**src/rtl/nes_pad_pkg.sv**
```systemverilog
// ---------------------------------------------------------------------------
// nes_pad_pkg
//   Shared definitions for the NES controller reader.
//   - pad_state_t : reader FSM states
//   - BTN_*       : bit positions of each button in the button word (the
//                   order the NES core's joypad shifter expects)
//   - cnt_width() : counter width helper that never returns 0
// ---------------------------------------------------------------------------
package nes_pad_pkg;

   typedef enum logic [2:0] {
      IDLE,
      LATCH,
      SETTLE,
      PULSE,
      LOW,
      DONE
   } pad_state_t;

   localparam int NUM_BUTTONS = 8;

   localparam int BTN_A      = 0;
   localparam int BTN_B      = 1;
   localparam int BTN_SELECT = 2;
   localparam int BTN_START  = 3;
   localparam int BTN_UP     = 4;
   localparam int BTN_DOWN   = 5;
   localparam int BTN_LEFT   = 6;
   localparam int BTN_RIGHT  = 7;

   // Width of a counter that must hold 0..n-1; at least one bit.
   function automatic int cnt_width(input int n);
      return (n <= 2) ? 1 : $clog2(n);
   endfunction

endpackage

```
**src/rtl/nes_pad_sync.sv**
```systemverilog
// ---------------------------------------------------------------------------
// nes_pad_sync
//   Generic two-flop synchroniser for asynchronous inputs.
//   Parameters:
//     WIDTH     - number of independent bits
//     RESET_VAL - value both flop stages take while reset_n is low
//   Ports:
//     clk     in   destination clock
//     reset_n in   asynchronous active-low reset
//     d       in   asynchronous input bits
//     q       out  synchronised bits, two clk edges behind d
// ---------------------------------------------------------------------------
module nes_pad_sync #(
   parameter int               WIDTH     = 1,
   parameter logic [WIDTH-1:0] RESET_VAL = '0
) (
   input  logic             clk,
   input  logic             reset_n,
   input  logic [WIDTH-1:0] d,
   output logic [WIDTH-1:0] q
);

   genvar gi;
   generate
      for (gi = 0; gi < WIDTH; gi++) begin : g_bit
         logic meta_reg;
         logic sync_reg;

         always_ff @(posedge clk or negedge reset_n) begin
            if (!reset_n) begin
               meta_reg <= RESET_VAL[gi];
               sync_reg <= RESET_VAL[gi];
            end else begin
               meta_reg <= d[gi];
               sync_reg <= meta_reg;
            end
         end

         assign q[gi] = sync_reg;
      end
   endgenerate

endmodule

```
**src/rtl/nes_pad_reader.sv**
```systemverilog
// ---------------------------------------------------------------------------
// nes_pad_reader
//   Host-side reader for a physical NES controller (CD4021 shift register).
//   Periodically strobes pad_latch, clocks the pad with pad_clk and samples
//   pad_data, presenting an active-high 8-bit button word
//   (bit 0 = A, 1 = B, 2 = Select, 3 = Start, 4 = Up, 5 = Down,
//    6 = Left, 7 = Right).
//
//   Parameters:
//     CLK_DIV     - clk cycles per timing tick (minimum 4)
//     POLL_TICKS  - ticks spent in IDLE between automatic polls
//     LATCH_TICKS - ticks for which pad_latch is held high
//
//   Ports:
//     clk           in   system clock (NES core domain)
//     reset_n       in   asynchronous active-low reset
//     poll_req      in   single-cycle request for an immediate poll
//     pad_data      in   serial data from pad, active-low, asynchronous
//     pad_latch     out  parallel-load strobe to the pad, active-high
//     pad_clk       out  shift clock to the pad, idles low
//     buttons       out  last completed read, active-high
//     buttons_valid out  one-cycle pulse when buttons is written
//     busy          out  high from leaving IDLE until the DONE cycle ends
//
//   Optional build macro NES_PAD_DEBOUNCE_EN: buttons only takes a new read
//   when it matches the previous raw read (two consecutive identical polls).
// ---------------------------------------------------------------------------
module nes_pad_reader
   import nes_pad_pkg::*;
#(
   parameter int CLK_DIV     = 64,
   parameter int POLL_TICKS  = 4096,
   parameter int LATCH_TICKS = 2
) (
   input  logic                   clk,
   input  logic                   reset_n,
   input  logic                   poll_req,
   input  logic                   pad_data,
   output logic                   pad_latch,
   output logic                   pad_clk,
   output logic [NUM_BUTTONS-1:0] buttons,
   output logic                   buttons_valid,
   output logic                   busy
);

   localparam int PRESC_W = cnt_width(CLK_DIV);
   localparam int POLL_W  = cnt_width(POLL_TICKS);
   localparam int LATCH_W = cnt_width(LATCH_TICKS);

   pad_state_t                 state_reg;
   logic [PRESC_W-1:0]         presc_reg;
   logic [POLL_W-1:0]          poll_cnt_reg;
   logic [LATCH_W-1:0]         latch_cnt_reg;
   logic [2:0]                 bit_idx_reg;
   logic [NUM_BUTTONS-2:0]     shift_reg;
   logic [NUM_BUTTONS-1:0]     buttons_reg;
   logic                       valid_reg;
   logic                       pad_latch_reg;
   logic                       pad_clk_reg;
   logic                       busy_reg;
`ifdef NES_PAD_DEBOUNCE_EN
   logic [NUM_BUTTONS-1:0]     prev_raw_reg;
`endif

   logic                       pad_sync;
   logic                       tick;
   logic                       poll_due;
   logic [NUM_BUTTONS-1:0]     raw_next;

   // pad_data floats high when no pad is plugged in, so the synchroniser
   // resets to the "released" level.
   nes_pad_sync #(
      .WIDTH     (1),
      .RESET_VAL (1'b1)
   ) u_pad_data_sync (
      .clk     (clk),
      .reset_n (reset_n),
      .d       (pad_data),
      .q       (pad_sync)
   );

   assign tick     = (presc_reg == PRESC_W'(CLK_DIV - 1));
   assign poll_due = poll_req || (tick && (poll_cnt_reg == POLL_W'(POLL_TICKS - 1)));

   // Bits are shifted in from the top, so after the seventh sample the first
   // bit read (A) sits in shift_reg[0]. The eighth bit is taken straight
   // from the synchroniser on the final LOW tick, giving the full raw word
   // (active-low) in the same edge that enters DONE.
   assign raw_next = {pad_sync, shift_reg};

   // Outputs are registered and written on the edge that enters each state,
   // so buttons/buttons_valid become visible exactly in the DONE cycle.
   always_ff @(posedge clk or negedge reset_n) begin
      if (!reset_n) begin
         state_reg     <= IDLE;
         presc_reg     <= '0;
         poll_cnt_reg  <= '0;
         latch_cnt_reg <= '0;
         bit_idx_reg   <= '0;
         shift_reg     <= '0;
         buttons_reg   <= '0;
         valid_reg     <= 1'b0;
         pad_latch_reg <= 1'b0;
         pad_clk_reg   <= 1'b0;
         busy_reg      <= 1'b0;
`ifdef NES_PAD_DEBOUNCE_EN
         prev_raw_reg  <= 8'hFF;
`endif
      end else begin
         valid_reg <= 1'b0;
         presc_reg <= tick ? '0 : presc_reg + PRESC_W'(1);

         case (state_reg)
            IDLE: begin
               // poll_req coinciding with expiry is covered by the same
               // branch, so it cannot produce a second poll.
               if (poll_due) begin
                  state_reg     <= LATCH;
                  presc_reg     <= '0;
                  poll_cnt_reg  <= '0;
                  latch_cnt_reg <= '0;
                  pad_latch_reg <= 1'b1;
                  busy_reg      <= 1'b1;
               end else if (tick) begin
                  poll_cnt_reg <= poll_cnt_reg + POLL_W'(1);
               end
            end

            LATCH: begin
               if (tick) begin
                  if (latch_cnt_reg == LATCH_W'(LATCH_TICKS - 1)) begin
                     state_reg     <= SETTLE;
                     presc_reg     <= '0;
                     pad_latch_reg <= 1'b0;
                  end else begin
                     latch_cnt_reg <= latch_cnt_reg + LATCH_W'(1);
                  end
               end
            end

            SETTLE: begin
               // Sampling at the end of the tick leaves at least CLK_DIV-2
               // cycles after the line settled, covering synchroniser delay.
               if (tick) begin
                  shift_reg   <= {pad_sync, shift_reg[NUM_BUTTONS-2:1]};
                  bit_idx_reg <= 3'd1;
                  state_reg   <= PULSE;
                  presc_reg   <= '0;
                  pad_clk_reg <= 1'b1;
               end
            end

            PULSE: begin
               if (tick) begin
                  state_reg   <= LOW;
                  presc_reg   <= '0;
                  pad_clk_reg <= 1'b0;
               end
            end

            LOW: begin
               if (tick) begin
                  bit_idx_reg <= bit_idx_reg + 3'd1;
                  presc_reg   <= '0;
                  if (bit_idx_reg == 3'd7) begin
                     // Last bit: no trailing pad_clk pulse.
                     state_reg <= DONE;
`ifdef NES_PAD_DEBOUNCE_EN
                     prev_raw_reg <= raw_next;
                     if (raw_next == prev_raw_reg) begin
                        buttons_reg <= ~raw_next;
                        valid_reg   <= 1'b1;
                     end
`else
                     buttons_reg <= ~raw_next;
                     valid_reg   <= 1'b1;
`endif
                  end else begin
                     shift_reg   <= {pad_sync, shift_reg[NUM_BUTTONS-2:1]};
                     state_reg   <= PULSE;
                     pad_clk_reg <= 1'b1;
                  end
               end
            end

            DONE: begin
               state_reg <= IDLE;
               presc_reg <= '0;
               busy_reg  <= 1'b0;
            end

            default: begin
               state_reg     <= IDLE;
               presc_reg     <= '0;
               pad_latch_reg <= 1'b0;
               pad_clk_reg   <= 1'b0;
               busy_reg      <= 1'b0;
            end
         endcase
      end
   end

   assign pad_latch     = pad_latch_reg;
   assign pad_clk       = pad_clk_reg;
   assign buttons       = buttons_reg;
   assign buttons_valid = valid_reg;
   assign busy          = busy_reg;

endmodule

```
**config.mk**
```make
export PLATFORM = sky130hd
export DESIGN_NAME = nes_pad_reader
export DESIGN_NICKNAME = d
export VERILOG_FILES = /design/src/rtl/nes_pad_pkg.sv /design/src/rtl/nes_pad_sync.sv /design/src/rtl/nes_pad_reader.sv
export SDC_FILE = /design/constraint.sdc
export NUM_CORES = 1
export LEC_CHECK = 0
export BUFFER_PORTS_ARGS = -buffer_cell sky130_fd_sc_hd__buf_2
export CAP_MARGIN = 30
export CORE_UTILIZATION = 60
export CTS_BUF_LIST = sky130_fd_sc_hd__clkbuf_4
export DETAILED_ROUTE_END_ITERATION = 8
export GPL_TIMING_DRIVEN = 0
export MAX_ROUTING_LAYER = met4
export PLACE_DENSITY = 0.79
export SYNTH_ARGS = -nofsm -noshare
export SYNTH_HDL_FRONTEND = slang
export SYNTH_SLANG_ARGS = --single-unit
```
**constraint.sdc**
```tcl
create_clock -name clk -period 5.8 [get_ports clk]
set_input_delay 1.16 -clock clk [delete_from_list [all_inputs] [get_ports clk]]
set_output_delay 1.16 -clock clk [all_outputs]
set_load 0.01 [all_outputs]
```
==> results_dict.tcl <==
set metrics [dict create \
    outcome "finished, final reports clean" \
    worstReg2RegEnd "poll_cnt_reg[6]$_DFFE_PN0P_" \
    setup_viol 0 \
    arrival_ps 2870 \
    relSlewSlack 0.4316 \
    fin_crit_sh 0.4569 \
    crit_start "presc_reg[0]$_DFF_PN0_" \
    core_area_um2 3442 \
    grt_max_degree 47 \
    yosys_warnings 0 \
    finalClockSkew_ps 15.20 \
    grt_pass1_vias 1758 \
    r2r_start "presc_reg[0]$_DFF_PN0_" \
    grt_pass1_wl_um 8217 \
    synth-seq-cells 46 \
    num_rows 21 \
    ys.flop_type "dfrtp_1" \
    synthToLayoutAreaGrowth_pct 9.462 \
    worstSetupStartpointType "register" \
    path_class "register to register" \
    r2r_cells 8 \
    crit_chain "ha_1 > and4_1 > clkbuf_1 > and2_1 > clkbuf_1 > a21o_1 > clkbuf_1 > a22oi_1" \
    n_fill_cell 259 \
    postCtsHoldBufs 0 \
    worst_ep_required_time_ps 6020 \
    worst_slack_ps 3150 \
    cap_violations 0 \
    cp_common_cell "clkbuf_1" \
    htreeDepth 2 \
    dp_hpwl_um 3301 \
    fin_tns_setup_ps 0 \
    wire_per_inst_um 16.54 \
    crit_family "buffers and inverters" \
    synth_most_common_cell "dfrtp_1" \
    largest_reg_flops 12 \
    fp.dieH_um 62.67 \
    routabilityCongestion 0.8758 \
    synth_nets 228 \
    drive_gt1_frac 0.1564 \
    synth_area_per_cell_um2 10.04 \
    synth_top_cell_area_share 0.4986 \
    power_density_nw_per_um2 210.9 \
    end_kind "register" \
    hold_viol 0 \
    path_depth 8 \
    ys_async_sr_fraction 1.000 \
    cts_inserted_buffers 5 \
    grt_use_total 0.2786 \
    synth_cell_types 36 \
    hold_path_class "register to register" \
    drtIter0Drc 245 \
    rrSetupSlack_ps 3150 \
    antenna_found_initial 0 \
    fin_crit_ps 2650 \
    die_x_um 62.67 \
    final_nets 250 \
    ir_drop_mv 0.1870 \
    synth-edff-count 0 \
    drt-total-wl_um 4779 \
    ys_seq_area_frac 0.5224 \
    cts_buffer_depth 2 \
    cts-resized-gates 0 \
    slowest_stage "clkbuf_1" \
    io_buffers 14 \
    cts_tree "yes" \
    synth_common_cells "dfrtp_1, o21ai_0, nand2_1, clkbuf_1, nor2_1" \
    crit_path_end "poll_cnt_reg[6]$_DFFE_PN0P_" \
    synth_area_leader_cell "dfrtp_1" \
    synth_cells 220 \
    vias_per_cell 6.291 \
    slew_viol_final 0 \
    max_stage_delay_ps 430 \
    tightest_slew_ps 846.1 \
    yosys-top-cells-area "dfrtp_1, o21ai_0, mux2_2, nand2_1, a22oi_1" \
    io_pins 16 \
    fmax_ghz 0.3774 \
    ant_nets 0 \
    clkSinkCount 46 \
    drc_errors 0 \
    place_ws_ps 3095 \
    antenna_cells 0 \
    post_cts_buffers 0 \
    worst-path-buf-inv 3 \
    dieArea_um2 3928 \
    vias 1818 \
    overflow 0 \
    drt-pass1-iter-count 5 \
    syn_area_um2 2208 \
    clk_latency_ps 370 \
    clk_pin_slew_worst_paths_ps 150 \
    rsz0062_at_grt "false" \
    start_util 0.6416 \
    p_leak_nw 1.087 \
    cp_max_fo 10 \
    cts-root-buf "clkbuf_4" \
]
## power breakdown
group | switching, mW | internal (mW)
logic | 0.0162 | 0.00699
clock network | 0.107 | 0.0486
registers | 0.00447 | 0.326
## per-layer routing
layer  global-route usage  part of all wire  vias to the layer above
met3              0.06934             0.061                        8
met1               0.3572              0.43                      879
met4               0.1017             0.014                        0
met2               0.4307              0.50                       74
li1                     -                 -                      857
met5                    -                 0                        -
## how the worst min path moves through the flow
stage          slack [ps]                          end  cells after the start                                        start
6_report              370  u_pad_data_sync.q$_DFF_PN1_                      0  u_pad_data_sync.g_bit[0].meta_reg$_DFF_PN1_
5_1_grt               380  u_pad_data_sync.q$_DFF_PN1_                      0  u_pad_data_sync.g_bit[0].meta_reg$_DFF_PN1_
4_1_cts               370  u_pad_data_sync.q$_DFF_PN1_                      0  u_pad_data_sync.g_bit[0].meta_reg$_DFF_PN1_
3_5_place_dp          350  u_pad_data_sync.q$_DFF_PN1_                      0  u_pad_data_sync.g_bit[0].meta_reg$_DFF_PN1_
3_3_place_gp          350  u_pad_data_sync.q$_DFF_PN1_                      0  u_pad_data_sync.g_bit[0].meta_reg$_DFF_PN1_
2_1_floorplan         350  u_pad_data_sync.q$_DFF_PN1_                      0  u_pad_data_sync.g_bit[0].meta_reg$_DFF_PN1_
## final cells by class
type	instances	area (um2)	area share
buffer	16	72.57	0.03002
inverter	5	18.77	0.007764
tap	46	57.56	0.02381
timing repair buffer	15	90.09	0.03727
multi-input combinational	153	963.4	0.3986
clock buffer	5	37.54	0.01553
clock inverter	3	23.77	0.009834
sequential	46	1154	0.4772
## cells in the final DEF, fill, tap and decap left out, types with 5 or more instances in the layout
master    Yosys  final
dfrtp_1      44     44
o21ai_0      24     24
nand2_1      23     23
buf_2         3     17
clkbuf_1     11     11
nor2_1       11     11
a22oi_1      10     10
a21oi_1       8      8
or4_1         8      8
mux2_2        8      8
o31ai_1       7      7
nand3_1       6      6
and2_1        5      5
inv_1         5      5
clkbuf_4      0      5
## kinds of logic (layout without fill, tap and decap cells)
logic type      Yosys count  count (layout)  share of synthesized area
mux                       8               8                    0.04079
flops                    46              46                     0.5224
compound gates           62              62                     0.1790
xor+xnor                  4               4                    0.01587
fa+ha+maj                 4               4                    0.02266
simple gates             75              75                     0.1779
buf+inv                  21              44                    0.04136
## stage by stage
step	hold WS, ps	util	instance area [um2]	std cells	total power [mW]
finish	368.2	0.7023	2417	289	0.5099
global route	377.7	0.7023	2417	289	0.5348
global placement	350.0	0.6787	2336	280	0.3557
detailed placement	346.8	0.6787	2336	280	0.3579
CTS	370.2	0.6965	2397	288	0.5139
floorplan	345.2	-	2208	220	0.3461
Power figures use the tool's default switching activity.
